## src/rtl/mcd_pkg.sv

```systemverilog
// Shared definitions for the MCD gate-array register blocks: register offsets and the INT2 state
// type.
package mcd_pkg;

  localparam logic [8:0] OFS_FLAGS    = 9'h00E;
  localparam logic [8:0] OFS_CMD0     = 9'h010;
  localparam logic [8:0] OFS_STAT0    = 9'h020;
  localparam logic [5:0] MAIN_OFS_INT = 6'h00;

  typedef enum logic [0:0] {
    INT2_IDLE = 1'b0,
    INT2_PEND = 1'b1
  } int2_st_t;

  // Word index of a byte offset inside a block of 16-bit words starting at base.
  function automatic logic [31:0] word_idx(input logic [31:0] ofs, input logic [31:0] base);
    return (ofs - base) >> 1;
  endfunction

endpackage

```

## src/rtl/mcd_comm_word.sv

```systemverilog
// 16-bit communication word with independent byte-lane write strobes from its owning CPU.
// Updates on the falling clock edge, matching the rest of the gate array.
module mcd_comm_word (
  input  logic        clk_i,
  input  logic        rst_ni,
  input  logic        we_lo_i,
  input  logic        we_hi_i,
  input  logic [15:0] wdata_i,
  output logic [15:0] q_o
);

  logic [15:0] word_q, word_d;

  always_comb begin
    word_d = word_q;
    if (we_hi_i) word_d[15:8] = wdata_i[15:8];
    if (we_lo_i) word_d[7:0]  = wdata_i[7:0];
  end

  always_ff @(negedge clk_i or negedge rst_ni) begin
    if (!rst_ni) begin
      word_q <= '0;
    end else begin
      word_q <= word_d;
    end
  end

  assign q_o = word_q;

endmodule

```

## src/rtl/mcd_comm_regs.sv

```systemverilog
// Main<->sub communication registers: COMFLAGS, COMCMD (main-owned), COMSTAT (sub-owned),
// registered read muxes for both CPUs and the INT2 request from main to sub.
module mcd_comm_regs
  import mcd_pkg::*;
#(
  parameter int unsigned N_CMD  = 8,
  parameter int unsigned N_STAT = 8
) (
  input  logic        clk_asic,
  input  logic        rst_n,
  input  logic [5:0]  main_addr,
  input  logic [15:0] main_data,
  input  logic        main_we_lo,
  input  logic        main_we_hi,
  output logic [15:0] main_dout,
  input  logic [14:0] regs_addr_sub,
  input  logic [15:0] sub_data,
  input  logic        regs_we_lo_sub,
  input  logic        regs_we_hi_sub,
  output logic [15:0] sub_dout,
  input  logic        ien2,
  input  logic        int2_ack,
  output logic        sub_int2,
  output logic        cmd_wr_evt
);

  localparam logic [31:0] FlagsOfs = 32'(OFS_FLAGS);
  localparam logic [31:0] IntOfs   = 32'(MAIN_OFS_INT);
  localparam logic [31:0] CmdLo    = 32'(OFS_CMD0);
  localparam logic [31:0] CmdHi    = CmdLo + 32'(2 * N_CMD);
  localparam logic [31:0] StatLo   = 32'(OFS_STAT0);
  localparam logic [31:0] StatHi   = StatLo + 32'(2 * N_STAT);

  // Both CPUs address 16-bit words; the byte-select bit plays no role here.
  logic [31:0] main_ofs, sub_ofs;
  logic        unused_addr_lsb;
  assign main_ofs        = {26'd0, main_addr[5:1], 1'b0};
  assign sub_ofs         = {17'd0, regs_addr_sub[14:1], 1'b0};
  assign unused_addr_lsb = main_addr[0] ^ regs_addr_sub[0];

  logic        main_any_we, sub_any_we;
  logic        main_flags_hit, main_cmd_hit, main_stat_hit, main_int_hit;
  logic        sub_flags_hit, sub_cmd_hit, sub_stat_hit;
  logic [31:0] main_cmd_idx, main_stat_idx, sub_cmd_idx, sub_stat_idx;

  assign main_any_we    = main_we_lo | main_we_hi;
  assign sub_any_we     = regs_we_lo_sub | regs_we_hi_sub;
  assign main_int_hit   = (main_ofs == IntOfs);
  assign main_flags_hit = (main_ofs == FlagsOfs);
  assign main_cmd_hit   = (main_ofs >= CmdLo) && (main_ofs < CmdHi);
  assign main_stat_hit  = (main_ofs >= StatLo) && (main_ofs < StatHi);
  assign sub_flags_hit  = (sub_ofs == FlagsOfs);
  assign sub_cmd_hit    = (sub_ofs >= CmdLo) && (sub_ofs < CmdHi);
  assign sub_stat_hit   = (sub_ofs >= StatLo) && (sub_ofs < StatHi);
  assign main_cmd_idx   = word_idx(main_ofs, CmdLo);
  assign main_stat_idx  = word_idx(main_ofs, StatLo);
  assign sub_cmd_idx    = word_idx(sub_ofs, CmdLo);
  assign sub_stat_idx   = word_idx(sub_ofs, StatLo);

  // COMCMD: written by main only; COMSTAT: written by sub only.
  logic [15:0] cmd_q  [N_CMD];
  logic [15:0] stat_q [N_STAT];

  for (genvar i = 0; i < N_CMD; i++) begin : g_cmd
    logic sel;
    assign sel = main_cmd_hit && (main_cmd_idx == 32'(i));
    mcd_comm_word u_word (
      .clk_i   (clk_asic),
      .rst_ni  (rst_n),
      .we_lo_i (sel & main_we_lo),
      .we_hi_i (sel & main_we_hi),
      .wdata_i (main_data),
      .q_o     (cmd_q[i])
    );
  end

  for (genvar i = 0; i < N_STAT; i++) begin : g_stat
    logic sel;
    assign sel = sub_stat_hit && (sub_stat_idx == 32'(i));
    mcd_comm_word u_word (
      .clk_i   (clk_asic),
      .rst_ni  (rst_n),
      .we_lo_i (sel & regs_we_lo_sub),
      .we_hi_i (sel & regs_we_hi_sub),
      .wdata_i (sub_data),
      .q_o     (stat_q[i])
    );
  end

  // COMFLAGS: each CPU owns one byte; a write on the "wrong" lane mirrors into the owned byte.
  logic [7:0] flags_hi_q, flags_hi_d, flags_lo_q, flags_lo_d;

  always_comb begin
    flags_hi_d = flags_hi_q;
    flags_lo_d = flags_lo_q;
    if (main_flags_hit) begin
      if (main_we_hi)      flags_hi_d = main_data[15:8];
      else if (main_we_lo) flags_hi_d = main_data[7:0];
    end
    if (sub_flags_hit) begin
      if (regs_we_lo_sub)      flags_lo_d = sub_data[7:0];
      else if (regs_we_hi_sub) flags_lo_d = sub_data[15:8];
    end
  end

  // INT2 request FSM.
  int2_st_t int2_q, int2_d;
  logic     int2_set;

  assign int2_set = main_we_lo && main_int_hit && main_data[0] && ien2;

  always_ff @(negedge clk_asic or negedge rst_n) begin
    if (!rst_n) begin
      int2_q <= INT2_IDLE;
    end else begin
      int2_q <= int2_d;
    end
  end

  always_comb begin
    int2_d = int2_q;
    unique case (int2_q)
      INT2_IDLE: if (int2_set) int2_d = INT2_PEND;
      INT2_PEND: begin
        if (int2_set)                int2_d = INT2_PEND;
        else if (int2_ack || !ien2)  int2_d = INT2_IDLE;
      end
    endcase
  end

  always_comb begin
    sub_int2 = (int2_q == INT2_PEND);
  end

  // Read muxes see pre-edge state, so a same-cycle write returns the old value.
  logic [15:0] main_rdata, sub_rdata;

  always_comb begin
    main_rdata = '0;
    if (main_int_hit) begin
      main_rdata = {15'd0, sub_int2};
    end else if (main_flags_hit) begin
      main_rdata = {flags_hi_q, flags_lo_q};
    end else if (main_cmd_hit) begin
      for (int i = 0; i < N_CMD; i++) begin
        if (main_cmd_idx == 32'(i)) main_rdata = cmd_q[i];
      end
    end else if (main_stat_hit) begin
      for (int i = 0; i < N_STAT; i++) begin
        if (main_stat_idx == 32'(i)) main_rdata = stat_q[i];
      end
    end
  end

  always_comb begin
    sub_rdata = '0;
    if (sub_flags_hit) begin
      sub_rdata = {flags_hi_q, flags_lo_q};
    end else if (sub_cmd_hit) begin
      for (int i = 0; i < N_CMD; i++) begin
        if (sub_cmd_idx == 32'(i)) sub_rdata = cmd_q[i];
      end
    end else if (sub_stat_hit) begin
      for (int i = 0; i < N_STAT; i++) begin
        if (sub_stat_idx == 32'(i)) sub_rdata = stat_q[i];
      end
    end
  end

  logic [15:0] main_dout_q, sub_dout_q;
  logic        cmd_wr_evt_q;

  always_ff @(negedge clk_asic or negedge rst_n) begin
    if (!rst_n) begin
      flags_hi_q   <= '0;
      flags_lo_q   <= '0;
      main_dout_q  <= '0;
      sub_dout_q   <= '0;
      cmd_wr_evt_q <= 1'b0;
    end else begin
      flags_hi_q   <= flags_hi_d;
      flags_lo_q   <= flags_lo_d;
      main_dout_q  <= main_rdata;
      sub_dout_q   <= sub_rdata;
      cmd_wr_evt_q <= main_cmd_hit && main_any_we;
    end
  end

  logic unused_sub_we;
  assign unused_sub_we = sub_any_we;

  assign main_dout  = main_dout_q;
  assign sub_dout   = sub_dout_q;
  assign cmd_wr_evt = cmd_wr_evt_q;

endmodule

```

## config.mk

```make
export PLATFORM = sky130hd
export DESIGN_NAME = mcd_comm_regs
export DESIGN_NICKNAME = d
export VERILOG_FILES = /design/src/rtl/mcd_pkg.sv /design/src/rtl/mcd_comm_word.sv /design/src/rtl/mcd_comm_regs.sv
export SDC_FILE = /design/constraint.sdc
export NUM_CORES = 1
export LEC_CHECK = 0
export ABC_AREA = 1
export CORE_ASPECT_RATIO = 0.7
export CORE_MARGIN = 2
export CORE_UTILIZATION = 60
export CTS_CLUSTER_DIAMETER = 30
export DETAILED_ROUTE_END_ITERATION = 16
export PLACE_DENSITY = 0.8
export SYNTH_ARGS = -nofsm -noshare
export SYNTH_HDL_FRONTEND = slang
export SYNTH_SLANG_ARGS = --single-unit
```

## constraint.sdc

```tcl
create_clock -name clk_asic -period 2.4 [get_ports clk_asic]
set_input_delay 0.36 -clock clk_asic [delete_from_list [all_inputs] [get_ports clk_asic]]
set_output_delay 0.36 -clock clk_asic [all_outputs]
set_load 0.01 [all_outputs]
```

==> results of run 1 <==
-- repair_timing --
item,CTS
endpoints found under the hold margin,0
hold buffers,0
setup buffers,116
gates cloned,29
endpoints found under the setup margin,340
gates resized for setup,831
pin swaps,222
-- cells by family after synthesis --
logic type	after synthesis	share of synthesized area
simple gates	951	0.249
compound gates	614	0.202
buf+inv	333	0.0798
flops	306	0.465
fa+ha+maj	6	0.00456
-- routing by layer --
metal / overflow / global-route usage
met1: 0 / 0.842
met2: 2 / 0.946
met3: 0 / 0.720
met4: 2 / 0.775
met5: 0 / 0.575
-- through the flow --
| step | worst slack, ps | TNS (ps) | hold WS (ps) |
|---|---|---|---|
| after floorplan | -1040 | -157530 | 414 |
| after global placement | -1950 | -423760 | 427 |
| after detailed placement | -1950 | -434580 | 433 |
| after CTS | -924 | -122700 | 435 |
==> flow_metrics.tcl, run 1 <==
set metrics [dict create \
    synthArstFlopShare 1.00 \
    numCtsBuffers 50 \
    rows 50 \
    synthTopCellsByArea "dfrtn_1, nand2_1, o21ai_0, inv_1, a21oi_1" \
    port_buffers 92 \
    die-height_um 143 \
    grt_pass1_wl_mm 174 \
    grt_pass1_vias 27477 \
    lastStage "5_1_grt" \
    syn_avg_cell_area_um2 7.46 \
    yosysMostFrequentCell "nand2_1" \
    start_util 0.614 \
    hpwlAfterDp_mm 52.2 \
    syn-num-nets 2277 \
    yosysUniqueCellTypes 41 \
    status "aborted with a tool error" \
    synth_top_area_cell "dfrtn_1" \
    synth_area_um2 16500 \
    grtUsageTotal 0.827 \
    cts_buffer_depth 3 \
    place.gp.congestion 1.15 \
    ys.flop_type "dfrtn_1" \
    die_w_um 202 \
    ys.warnings.count 0 \
    synth_edf_count 0 \
    postSynthCellCount 2210 \
    overflow 4 \
    cts-root-buf "clkbuf_16" \
    htreeDepth 2 \
    grt_max_degree 67 \
    io_pins 95 \
    clock_sinks 306 \
    yosysSeqAreaShare 0.465 \
    error "[ERROR GRT-0116] Global routing finished with congestion. Check the congestion regions in the DRC Viewer." \
    yosysTopAreaCellShare 0.465 \
    dp_cells 2902 \
    place_area_um2 21100 \
    yosys_register_bits 306 \
    synth_common_cells "nand2_1, o21ai_0, dfrtn_1, inv_1, a21oi_1" \
]
==> inputs of run 2 (changes only) <==
- CORE_ASPECT_RATIO: 0.7 -> unset
- CORE_UTILIZATION: 60 -> 40
- CTS_CLUSTER_DIAMETER: 30 -> unset
- PLACE_DENSITY: 0.8 -> unset
- PLACE_DENSITY_LB_ADDON: unset -> 0.15
==> run 2 against run 1 <==
The flow now finishes, with violations (negative setup slack). Area after synthesis unchanged. Synthesized cell count unchanged.
==> flow_metrics.tcl, run 2 <==
set metrics [dict create \
    route.met3.wl_mm 3.67 \
    start_util 0.404 \
    yosysSeqAreaShare 0.465 \
    antenna_found_initial 0 \
    regArea_um2 7660 \
    start_kind "input port" \
    place.gp.congestion 0.993 \
    grtUsageTotal 0.338 \
    slew-limit-headroom 0.692 \
    clock_skew_ps 12.9 \
    clock_sinks 306 \
    yosysMostFrequentCell "nand2_1" \
    via_per_inst 5.58 \
    finalHoldViolations 0 \
    setup_ws_ps -900 \
    grt_pass1_vias 18041 \
    syn_avg_cell_area_um2 7.46 \
    synth_compound_area_frac 0.202 \
    cts_tree "done" \
    post-route-util 0.638 \
    synth_top_family_by_area "simple AND/OR/NAND/NOR gates" \
    status "finished, violations left" \
    met1_length_mm 28.2 \
    dr_total_vias 18279 \
    worstSetupPathType "input port to register" \
    yosys.area_share.simple 0.249 \
    synth_mux_area_frac 0 \
    violations "negative setup slack" \
    synth_common_cells "nand2_1, o21ai_0, dfrtn_1, inv_1, a21oi_1" \
    wl_mm 71.9 \
    grt_max_degree 64 \
    drv_cap 0 \
    holdWs_ps 428 \
    drt_iter0_drc 1595 \
    ir_worst_vdd_mv 0.507 \
    final_common_cell "nand2_1" \
    ys.flop_type "dfrtn_1" \
    grt_pass1_wl_mm 109 \
    path_clk_slew_ps 40 \
    cp_max_fo 8 \
    synth_fa_ha_area_frac 0.00456 \
    core_area_um2 40700 \
    die_w_um 207 \
    ys.warnings.count 0 \
    p_per_area_nw_per_um2 494 \
    nets 2785 \
    multiInputGateArea_um2 9590 \
    wl_per_cell_um 21.9 \
    htreeDepth 2 \
    synth_area_um2 16500 \
    drc_errors 0 \
    rsz0062_at_grt "true" \
    yosysTopAreaCellShare 0.465 \
    dr.pass1.iters 6 \
    p_leak_nw 12.3 \
    dieArea_um2 42800 \
    io_pins 95 \
    synthXorXnorAreaFrac 0 \
    rows 74 \
    wl_met2_mm 35.5 \
    critical_path_required_ps 1600 \
    hold_path_class "register to register" \
    n_fill_cell 3436 \
    die-height_um 207 \
    synth_top_area_cell "dfrtn_1" \
    yosys_register_bits 306 \
    hpwlAfterDp_mm 51.4 \
    highest_layer "met4" \
    postSynthCellCount 2210 \
    synth_edf_count 0 \
    cts_buffer_depth 3 \
    cp-end-kind "register" \
    overflow 0 \
    final_antenna_net_count 0 \
    report.final.slew_viol_count 0 \
    setup_violations 339 \
    finalPower_mw 12.8 \
    tightest_slew_ps 460 \
    clk_latency_ps 550 \
    final_cell_mix "nand2_1, dfrtn_1, buf_4, o21ai_1, inv_1" \
    synthTopCellsByArea "dfrtn_1, nand2_1, o21ai_0, inv_1, a21oi_1" \
    drive_gt1_frac 0.358 \
    port_buffers 92 \
    syn-num-nets 2277 \
    areaGrowthSynthToFinish_pct 57.8 \
    yosysUniqueCellTypes 41 \
    numCtsBuffers 36 \
    crit_arrival_ps 2500 \
    holdBufCountCts 0 \
    synthArstFlopShare 1.00 \
    cts-root-buf "clkbuf_16" \
]
run 2: final timing paths:
kind,slack (ps),from,depth (start not counted),endpoint
min,430,g_cmd[0].u_word.q_o[9],2,g_cmd[0].u_word.q_o[9]
max,-900,regs_addr_sub[5],23,sub_dout[3]
min reg2reg,430,g_cmd[0].u_word.q_o[9],2,g_cmd[0].u_word.q_o[9]
max reg2reg,620,g_cmd[1].u_word.q_o[2],10,main_dout[2]
min in group asynchronous,750,rst_n,1,g_cmd[4].u_word.q_o[9]
max in group asynchronous,970,rst_n,2,g_stat[0].u_word.q_o[8]
run 2: worst max-delay path, stage by stage:
cell     delay [ps]
buf_8           100
buf_6           110
nor2_4          160
nand2_4         100
nand2_2          90
nand2_4          70
nor2_8          130
buf_12          110
inv_4            40
nor3_4          150
nand2_4          70
buf_12          150
buf_8           130
nor2_1           80
nor2_1           50
nand2_1         100
nand2_2          80
nand2_2          80
nand2_2          60
nand2_2          90
nand3_2          70
nand2_2          70
inv_1            40
run 2: cells by family after synthesis:
group                    after synthesis
AO/OA/AOI/OAI                        614
adder cells (fa/ha/maj)                6
buffers and inverters                333
flip-flops                           306
AND/OR/NAND/NOR                      951
run 2: timing repair:
item                                    4_1_cts  5_1_grt
gates resized for setup                     583      198
endpoints found under the setup margin      340      340
pin swaps                                   138      129
cloned                                       18        3
buffers inserted                             74       43
run 2: layer usage:
layer,track usage,vias to the layer above
met5,0,-
met4,0.176,0
met3,0.0479,231
met2,0.579,663
met1,0.414,8932
li1,-,8453
run 2: where the power goes:
group	switching [mW]	internal [mW]
Clock	2.31	3.26
Sequential	0.247	5.45
Combinational	0.903	0.677
Total	3.46	9.38
run 2: area by class of cell:
cell class                      instances  share of cell area
Timing Repair Buffer                  567               0.229
Tap cell                              532              0.0256
Antenna cell                            1           0.0000962
Clock inverter                         12             0.00462
Inverter                              228              0.0370
Sequential cell                       306               0.294
Multi-Input combinational cell       1579               0.369
Clock buffer                           51              0.0403
run 2: metrics by stage:
step	instances	TNS (ps)	cell area [um^2]	setup WS, ps
after floorplan	2210	-157530	17400	-1040
after global placement	3084	-435580	21700	-2020
after detailed placement	3084	-440330	21700	-2020
after CTS	3236	-136600	25000	-919
after global routing	3275	-164570	26000	-1030
final	3276	-137980	26000	-900
Power figures use the tool's default switching activity.
